File: src/rtl/count_sched_pkg.sv
// ============================================================================
//  Module   : count_sched_pkg
//  Purpose  : Shared types and constants for the count_sched interval scheduler.
//  Revision : 1.0 - initial release
// ============================================================================
`default_nettype none

package count_sched_pkg;

    localparam int CNT_WIDTH_DEF = 4;

    localparam logic [1:0] ST_IDLE = 2'd0;
    localparam logic [1:0] ST_RUN  = 2'd1;
    localparam logic [1:0] ST_DONE = 2'd2;

    typedef enum logic [1:0] {
        IDLE = ST_IDLE,
        RUN  = ST_RUN,
        DONE = ST_DONE
    } state_t;

    typedef logic req_idx_t;

    // Sole requester wins; on contention the one not served last wins.
    function automatic req_idx_t pick_winner(input logic [1:0] req, input req_idx_t last);
        req_idx_t w;
        if (req == 2'b11) begin
            w = ~last;
        end else begin
            w = req[1];
        end
        return w;
    endfunction

endpackage

`default_nettype wire

File: src/rtl/count_core.sv
// ============================================================================
//  Module   : count_core
//  Purpose  : WIDTH-bit up-counter with synchronous clear/enable and a
//             terminal-count compare against an externally held limit.
//  Revision : 1.0 - initial release
// ============================================================================
`default_nettype none

module count_core
    import count_sched_pkg::*;
#(
    parameter int WIDTH = CNT_WIDTH_DEF
) (
    input  logic             CLK,
    input  logic             rstn,
    input  logic             clr,
    input  logic             en,
    input  logic [WIDTH-1:0] limit,
    output logic [WIDTH-1:0] q,
    output logic             tc
);

    logic [WIDTH-1:0] q_q;

    always_ff @(posedge CLK or negedge rstn) begin
        if (!rstn) begin
            q_q <= '0;
        end else if (clr) begin
            q_q <= '0;
        end else if (en) begin
            q_q <= q_q + {{(WIDTH-1){1'b0}}, 1'b1};
        end
    end

    assign q  = q_q;
    assign tc = (q_q == limit);

endmodule

`default_nettype wire

File: src/rtl/count_sched.sv
// ============================================================================
//  Module   : count_sched
//  Purpose  : Round-robin scheduler granting a shared interval counter to one
//             of two requesters. Optional pause input under `CNT_PAUSE_EN.
//  Revision : 1.0 - initial release
// ============================================================================
`default_nettype none

module count_sched
    import count_sched_pkg::*;
#(
    parameter int WIDTH = CNT_WIDTH_DEF
) (
    input  logic             CLK,
    input  logic             rstn,
    input  logic [1:0]       req,
    input  logic [WIDTH-1:0] len0,
    input  logic [WIDTH-1:0] len1,
`ifdef CNT_PAUSE_EN
    input  logic             pause,
`endif
    output logic [1:0]       gnt,
    output logic [1:0]       done,
    output logic             busy,
    output logic [WIDTH-1:0] COUNT
);

    state_t           state_q, state_d;
    req_idx_t         win_q, win_d;
    req_idx_t         last_q, last_d;
    logic [WIDTH-1:0] limit_q, limit_d;
    logic [1:0]       gnt_q, gnt_d;
    logic [1:0]       done_q, done_d;
    logic             clr, en, tc, hold;

`ifdef CNT_PAUSE_EN
    assign hold = pause;
`else
    assign hold = 1'b0;
`endif

    count_core #(
        .WIDTH (WIDTH)
    ) u_core (
        .CLK   (CLK),
        .rstn  (rstn),
        .clr   (clr),
        .en    (en),
        .limit (limit_q),
        .q     (COUNT),
        .tc    (tc)
    );

    always_comb begin
        state_d = state_q;
        win_d   = win_q;
        last_d  = last_q;
        limit_d = limit_q;
        gnt_d   = gnt_q;
        done_d  = 2'b00;
        clr     = 1'b0;
        en      = 1'b0;
        case (state_q)
            IDLE: begin
                if (req != 2'b00) begin
                    win_d   = pick_winner(req, last_q);
                    limit_d = win_d ? len1 : len0;
                    gnt_d   = win_d ? 2'b10 : 2'b01;
                    clr     = 1'b1;
                    state_d = RUN;
                end
            end
            RUN: begin
                // Abort outranks terminal count and pause.
                if (!req[win_q]) begin
                    gnt_d   = 2'b00;
                    clr     = 1'b1;
                    state_d = IDLE;
                end else if (!hold) begin
                    if (tc) begin
                        done_d[win_q] = 1'b1;
                        gnt_d         = 2'b00;
                        last_d        = win_q;
                        state_d       = DONE;
                    end else begin
                        en = 1'b1;
                    end
                end
            end
            DONE: begin
                state_d = IDLE;
            end
            default: begin
                state_d = IDLE;
            end
        endcase
    end

    // Reset leaves last_q = 1 so requester 0 wins the first contention.
    always_ff @(posedge CLK or negedge rstn) begin
        if (!rstn) begin
            state_q <= IDLE;
            win_q   <= 1'b0;
            last_q  <= 1'b1;
            limit_q <= '0;
            gnt_q   <= 2'b00;
            done_q  <= 2'b00;
        end else begin
            state_q <= state_d;
            win_q   <= win_d;
            last_q  <= last_d;
            limit_q <= limit_d;
            gnt_q   <= gnt_d;
            done_q  <= done_d;
        end
    end

    assign gnt  = gnt_q;
    assign done = done_q;
    assign busy = (state_q == RUN) || (state_q == DONE);

endmodule

`default_nettype wire
File: config.mk
export PLATFORM = sky130hd
export DESIGN_NAME = count_sched
export DESIGN_NICKNAME = d
export VERILOG_FILES = /design/src/rtl/count_sched_pkg.sv /design/src/rtl/count_core.sv /design/src/rtl/count_sched.sv
export SDC_FILE = /design/constraint.sdc
export NUM_CORES = 1
export LEC_CHECK = 0
export CORE_ASPECT_RATIO = 1.75
export CORE_MARGIN = 2
export CORE_UTILIZATION = 30
export DETAILED_ROUTE_END_ITERATION = 8
export SYNTH_ARGS = -nofsm -noshare
export SYNTH_HDL_FRONTEND = slang
export SYNTH_HIERARCHICAL = 1
export SYNTH_SLANG_ARGS = --single-unit
File: constraint.sdc
create_clock -name CLK -period 2 [get_ports CLK]
set_input_delay 0.4 -clock CLK [delete_from_list [all_inputs] [get_ports CLK]]
set_output_delay 0.4 -clock CLK [all_outputs]
set_load 0.05 [all_outputs]
==> results.py, run 1 <==
metrics = {
    "status": {
        "status": "completed",
    },
    "logic_synthesis": {
        "ys_ff_latch": 16,
        "yosys-top-cells-area": "dfrtp_1 44%, mux2i_1 7.0%, ha_1 5.8%",
        "synth_cell_types": 29,
        "syn_area_um2": 856,
        "syn-num-nets": 91,
        "synth.top_cell.area_share": 0.439,
        "ys_warn_count": 6,
        "avgSynthCellArea_um2": 11.4,
        "ys_seq_area_frac": 0.469,
        "synthCells": 75,
        "synth_top_area_cell": "dfrtp_1",
    },
    "floorplanning": {
        "die_y_um": 74.7,
        "core_um2": 2720,
        "dieArea_um2": 3310,
        "start_util": 0.314,
        "die-width_um": 44.4,
        "num_io_pins": 21,
        "std_cell_rows": 25,
    },
    "power_and_ir_drop": {
        "power.net_switching_mw": 0.701,
        "pwr-share-seq": 0.305,
        "irDropWorstVdd_mv": 1.17,
        "swShare": 0.403,
        "p_comb_frac": 0.532,
        "intPower_mw": 1.04,
        "power_density_nw_per_um2": 1440,
        "clkPwrFrac": 0.163,
        "p_leak_nw": 0.559,
    },
    "critical_path": {
        "cp-start-kind": "flip-flop",
        "cp_data_arrival_time_ns": 1.50,
        "critPathTopFamily": "buffers and inverters",
        "path_class": "reg -> out",
        "cp_slowest_cell": "clkdlybuf4s50_1",
        "crit_fanout": 5,
        "slowest_delay_ns": 0.83,
        "path_cells": "clkdlybuf4s50_1",
        "worstPathBufferInverterCount": 1,
        "crit_required_ns": 1.60,
        "worstSetupEndpointType": "output pin",
    },
    "clocking": {
        "clock_path_buffers": 2,
        "cts_setup_buffers": 0,
        "tritoncts": "yes",
        "cts.sinks": 16,
        "cts_resized": 0,
        "cts-root-buf": "clkbuf_8",
        "clkTransAtPathRegs_ns": 0.06,
        "htree_levels": 1,
        "hold_buffers": 0,
        "cts_buffers": 3,
        "clkLatencyLatePin_ns": 0.25,
    },
    "detailed_routing": {
        "drc": 0,
        "wire_per_inst_um": 13.5,
        "antenna_left": 0,
        "vias": 654,
        "viasPerCell": 4.92,
        "wl_mm": 1.79,
        "drt_pass1_iterations": 3,
        "initialDrtViolationCount": 5,
    },
    "global_route": {
        "overflow": 0,
        "grt_pass1_wl_mm": 3.05,
        "grtUsageTotal": 0.123,
        "antenna_found_initial": 0,
        "grt_pass1_vias": 705,
        "grt_max_degree": 11,
    },
    "worst_hold_path": {
        "min_path_type": "in -> async",
    },
    "final_layout": {
        "fillCellCount": 253,
        "layout-drive-gt1-share": 0.226,
        "num-nets-final": 123,
        "syn_to_final_growth_pct": 41.1,
        "n_antenna_cell": 0,
        "ff_latch_area_um2": 403,
        "utilization": 0.444,
        "multiInputGateArea_um2": 424,
    },
    "timing": {
        "rsz0062_at_grt": "false",
        "hold_viol": 0,
        "maxSlewViolCount": 0,
        "fin_worst_skew_ns": 0.00252,
        "slew_headroom": 0.664,
        "setup_tns_ns": 0,
        "post-route-period-util": 0.951,
        "finalSetupViolations": 0,
        "tightest_slew_ns": 0.502,
        "fmax_mhz": 526,
        "min_period_ns": 1.90,
    },
    "placement": {
        "portBuffers": 20,
        "dp_hpwl_mm": 1.47,
        "routabilityCongestion": 0.773,
    },
    "flow_run": {
        "drv_cap": 0,
    },
}
registers in the layout, indices dropped and copies added (netlist names):
signal    count
gnt           2
limit_q       4
state_q       2
u_core/q      4
last_q        1
done          2
win_q         1
routing by layer:
metal  vias up  share of wire  global-route usage
met4         0          0.015              0.0606
met3         4          0.043              0.0192
met1       309           0.39               0.133
met2        17           0.55               0.225
met5         -              0                   0
li1        324              -                   -
worst paths after layout:
kind | start | to | slack (ns) | cells past startpoint
max reg2reg | u_core/q[0]$_DFFE_PN0P_ | u_core/q[2]$_DFFE_PN0P_ | 0.16 | 7
min reg2reg | last_q$_DFFE_PN1P_ | last_q$_DFFE_PN1P_ | 0.49 | 2
min | rstn | u_core/q[2]$_DFFE_PN0P_ | 0.44 | 1
max | u_core/q[2]$_DFFE_PN0P_ | COUNT[2] | 0.1 | 1
max in group asynchronous | rstn | last_q$_DFFE_PN1P_ | 1.01 | 2
min in group CLK | last_q$_DFFE_PN1P_ | last_q$_DFFE_PN1P_ | 0.49 | 2
cells in the final DEF, fill, tap and decap left out, drive strengths merged:
| cell | netlist | final |
|---|---|---|
| a21bo | 1 | 1 |
| a21boi | 1 | 1 |
| a21oi | 2 | 2 |
| a22o | 1 | 1 |
| a32o | 1 | 1 |
| a32oi | 1 | 1 |
| and3 | 1 | 1 |
| buf | 0 | 11 |
| clkbuf | 1 | 4 |
| clkdlybuf4s50 | 0 | 17 |
| dfrtp | 15 | 15 |
| dfstp | 1 | 1 |
| ha | 4 | 4 |
| inv | 7 | 7 |
| mux2 | 3 | 3 |
| mux2i | 6 | 6 |
| nand2 | 5 | 5 |
| nand3b | 1 | 1 |
| nand4 | 1 | 1 |
| nor2 | 4 | 4 |
| nor2b | 1 | 1 |
| nor3 | 1 | 1 |
| nor4 | 1 | 1 |
| nor4b | 1 | 1 |
| o21ai | 6 | 6 |
| o21bai | 1 | 1 |
| o22a | 1 | 1 |
| o22ai | 2 | 2 |
| xnor2 | 1 | 1 |
| xor2 | 4 | 4 |
power groups by stage:
stage | combinational (mW) | clock [mW] | sequential [mW]
final | 0.926 | 0.284 | 0.532
after global routing | 1.02 | 0.302 | 0.549
after CTS | 0.937 | 0.289 | 0.534
after detailed placement | 0.939 | 0 | 0.539
after global placement | 0.921 | 0 | 0.532
after floorplan | 0.540 | 0 | 0.614
area by class of cell:
type                       instances  area share
multi-input combinational         51       0.351
sequential                        16       0.334
timing repair buffer              28       0.220
clock buffer                       4      0.0456
tap                               27      0.0280
inverter                           7      0.0218
cells in the mapped netlist:
library cell,instances
a21boi_4,1
nand2_1,5
mux2_4,3
dfrtp_1,15
nor4b_1,1
o22ai_1,2
o22a_1,1
nor4_1,1
a21bo_2,1
nor2_1,4
o21ai_0,3
a21oi_1,2
o21bai_1,1
nor2b_1,1
and3_2,1
xnor2_1,1
o21ai_1,3
clkbuf_1,1
dfstp_2,1
nor3_1,1
ha_1,4
a22o_1,1
nand3b_1,1
mux2i_1,6
inv_1,7
a32oi_4,1
xor2_1,4
nand4_1,1
a32o_1,1
worst reg2reg max path, delay by kind of cell (launching register included):
kind | cells | cell delay [ns]
buf+inv | 2 | 0.32
compound gates | 2 | 0.30
flops | 1 | 0.45
simple gates | 2 | 0.52
xor+xnor | 1 | 0.17
stage by stage:
stage	power, mW	hold WS, ns	instances	area (um^2)	setup WS (ns)
6_report	1.74	0.444	133	1210	0.0978
5_1_grt	1.87	0.470	133	1210	0.0303
4_1_cts	1.76	0.461	133	1210	0.0831
3_5_place_dp	1.48	0.488	129	1150	0.108
3_3_place_gp	1.45	0.490	129	1150	0.124
2_1_floorplan	1.15	0.104	75	857	0.00564
logic make-up after synthesis:
group | Yosys count | share of synthesized area
AO/OA/AOI/OAI | 17 | 0.168
AND/OR/NAND/NOR | 16 | 0.0950
flip-flops | 16 | 0.469
multiplexers | 9 | 0.123
buffers and inverters | 8 | 0.0351
XOR/XNOR | 5 | 0.0512
adder cells (fa/ha/maj) | 4 | 0.0585
Power figures use the tool's default switching activity.
==> inputs of run 2 (changes only) <==
==> constraint.sdc (replaced) <==
create_clock -name CLK -period 1.9 [get_ports CLK]
set_input_delay 0.38 -clock CLK [delete_from_list [all_inputs] [get_ports CLK]]
set_output_delay 0.38 -clock CLK [all_outputs]
set_load 0.05 [all_outputs]
==> results.py, run 2 (synthesized netlist as in run 1, its figures left out) <==
metrics = {
    "global_route": {
        "grtUsageMet3": 0.0144,
        "use_met2": 0.229,
        "grt_most_used_layer": "met2",
        "grtUsageTotal": 0.124,
        "antenna_found_initial": 0,
        "overflow": 0,
        "grt_pass1_vias": 703,
        "grt_max_degree": 17,
        "grt_pass1_wl_mm": 3.02,
        "use_met1": 0.137,
    },
    "floorplanning": {
        "die_y_um": 74.7,
        "core_um2": 2720,
        "num_io_pins": 21,
        "start_util": 0.314,
        "dieArea_um2": 3310,
        "std_cell_rows": 25,
        "die-width_um": 44.4,
    },
    "timing": {
        "slew_headroom": 0.671,
        "setup_tns_ns": 0,
        "fin_worst_skew_ns": 0.00194,
        "min_period_ns": 1.81,
        "tightest_slew_ns": 0.493,
        "rsz0062_at_grt": "false",
        "fmax_mhz": 554,
        "maxSlewViolCount": 0,
        "layout_setup_ws_ns": 0.0949,
        "post-route-period-util": 0.950,
        "hold_viol": 0,
        "finalSetupViolations": 0,
    },
    "detailed_routing": {
        "wl_mm": 1.76,
        "antenna_left": 0,
        "initialDrtViolationCount": 4,
        "viasPerCell": 4.80,
        "drt_pass1_iterations": 2,
        "drc": 0,
        "vias": 667,
        "wire_per_inst_um": 12.7,
    },
    "placement": {
        "dp_hpwl_mm": 1.46,
        "place_inst": 134,
        "portBuffers": 20,
        "routabilityCongestion": 0.787,
        "place_ws_ns": 0.0177,
    },
    "critical_path": {
        "crit_fanout": 3,
        "path_depth": 1,
        "worstRegToRegCells": 6,
        "crit_required_ns": 1.52,
        "path_class": "reg -> out",
        "reg2reg_setup_slack_ns": 0.15,
        "worstSetupEndpointType": "output pin",
        "critPathTopFamily": "buffers and inverters",
        "worstPathBufferInverterCount": 1,
        "cp-start-kind": "flip-flop",
        "slowest_delay_ns": 0.81,
        "worst_r2r_endpoint": "u_core/q[3]$_DFFE_PN0P_",
        "path_cells": "clkdlybuf4s50_1",
        "r2r_start": "u_core/q[2]$_DFFE_PN0P_",
        "cp_data_arrival_time_ns": 1.43,
        "cp_slowest_cell": "clkdlybuf4s50_1",
    },
    "flow_run": {
        "drv_cap": 0,
    },
    "clocking": {
        "clock_path_buffers": 2,
        "cts.sinks": 16,
        "cts_buffers": 3,
        "cts-root-buf": "clkbuf_8",
        "tritoncts": "yes",
        "clkTransAtPathRegs_ns": 0.06,
        "htree_levels": 1,
        "hold_buffers": 0,
        "clkLatencyLatePin_ns": 0.24,
    },
    "final_layout": {
        "n_antenna_cell": 0,
        "layout_common_cells": "19 x buf_4, 14 x clkdlybuf4s50_1, 11 x dfrtp_1",
        "layout-drive-gt1-share": 0.339,
        "utilization": 0.464,
        "fillCellCount": 267,
        "num-nets-final": 129,
        "mostFrequentLayoutCell": "buf_4",
        "syn_to_final_growth_pct": 47.5,
        "instances_no_fill": 139,
    },
    "worst_hold_path": {
        "min_path_type": "in -> async",
    },
    "power_and_ir_drop": {
        "irDropWorstVdd_mv": 0.930,
        "power_mw": 1.92,
        "power_density_nw_per_um2": 1520,
        "p_leak_nw": 0.590,
    },
    "status": {
        "status": "completed",
    },
}
run 2: cell types whose count changed in the layout (fill, tap and decap cells not counted), sizes merged:
cell,delta
clkdlybuf4s50,-3
buf,+9
run 2: worst reg2reg max path, cell delays in order (launching register included):
cell     delay, ns
dfrtp_2       0.44
xor2_1        0.17
nor4_1        0.27
inv_1         0.15
and3_4        0.20
nand4_1       0.11
mux2_4        0.30
run 2: worst max path at each step:
stage                            start                 endpoint  slack [ns]
2_1_floorplan  u_core/q[2]$_DFFE_PN0P_  u_core/q[3]$_DFFE_PN0P_       0.008
3_3_place_gp                    req[0]  u_core/q[3]$_DFFE_PN0P_        0.04
3_5_place_dp                    req[0]  u_core/q[3]$_DFFE_PN0P_        0.02
4_1_cts             gnt[1]$_DFFE_PN0P_                   gnt[1]        0.09
5_1_grt        u_core/q[2]$_DFFE_PN0P_  u_core/q[2]$_DFFE_PN0P_        0.03
6_report            gnt[1]$_DFFE_PN0P_                   gnt[1]        0.09
run 2: timing repair:
action | CTS | global route
endpoints found under the setup margin | 0 | 1
setup buffers | 0 | 1
hold endpoints to repair | 0 | 0
gates resized for setup | 0 | 4
run 2: metrics by stage:
| stage | area (um^2) | hold slack, ns |
|---|---|---|
| after floorplan | 860 | 0.0844 |
| after global placement | 1180 | 0.491 |
| after detailed placement | 1180 | 0.491 |
| after CTS | 1240 | 0.455 |
| after global routing | 1260 | 0.478 |
| final | 1260 | 0.452 |
run 2: power by group:
part / internal [mW] / total (mW) / switching, mW
Clock: 0.183 / 0.292 / 0.108
Combinational: 0.516 / 1.08 / 0.562
Sequential: 0.465 / 0.553 / 0.0886
Total: 1.16 / 1.92 / 0.759
run 2: final cells by class:
cell class	instances	area (um^2)	area share
Clock buffer	4	55.1	0.0436
Inverter	7	26.3	0.0208
Sequential cell	16	407	0.322
Multi-Input combinational cell	51	438	0.347
Timing Repair Buffer	34	303	0.240
Tap cell	27	33.8	0.0268
run 2: layer usage:
layer / wire (um) / vias to the layer above
li1: - / 336
met1: 697 / 314
met2: 971 / 15
met3: 66 / 2
met4: 23 / 0
met5: 0 / -
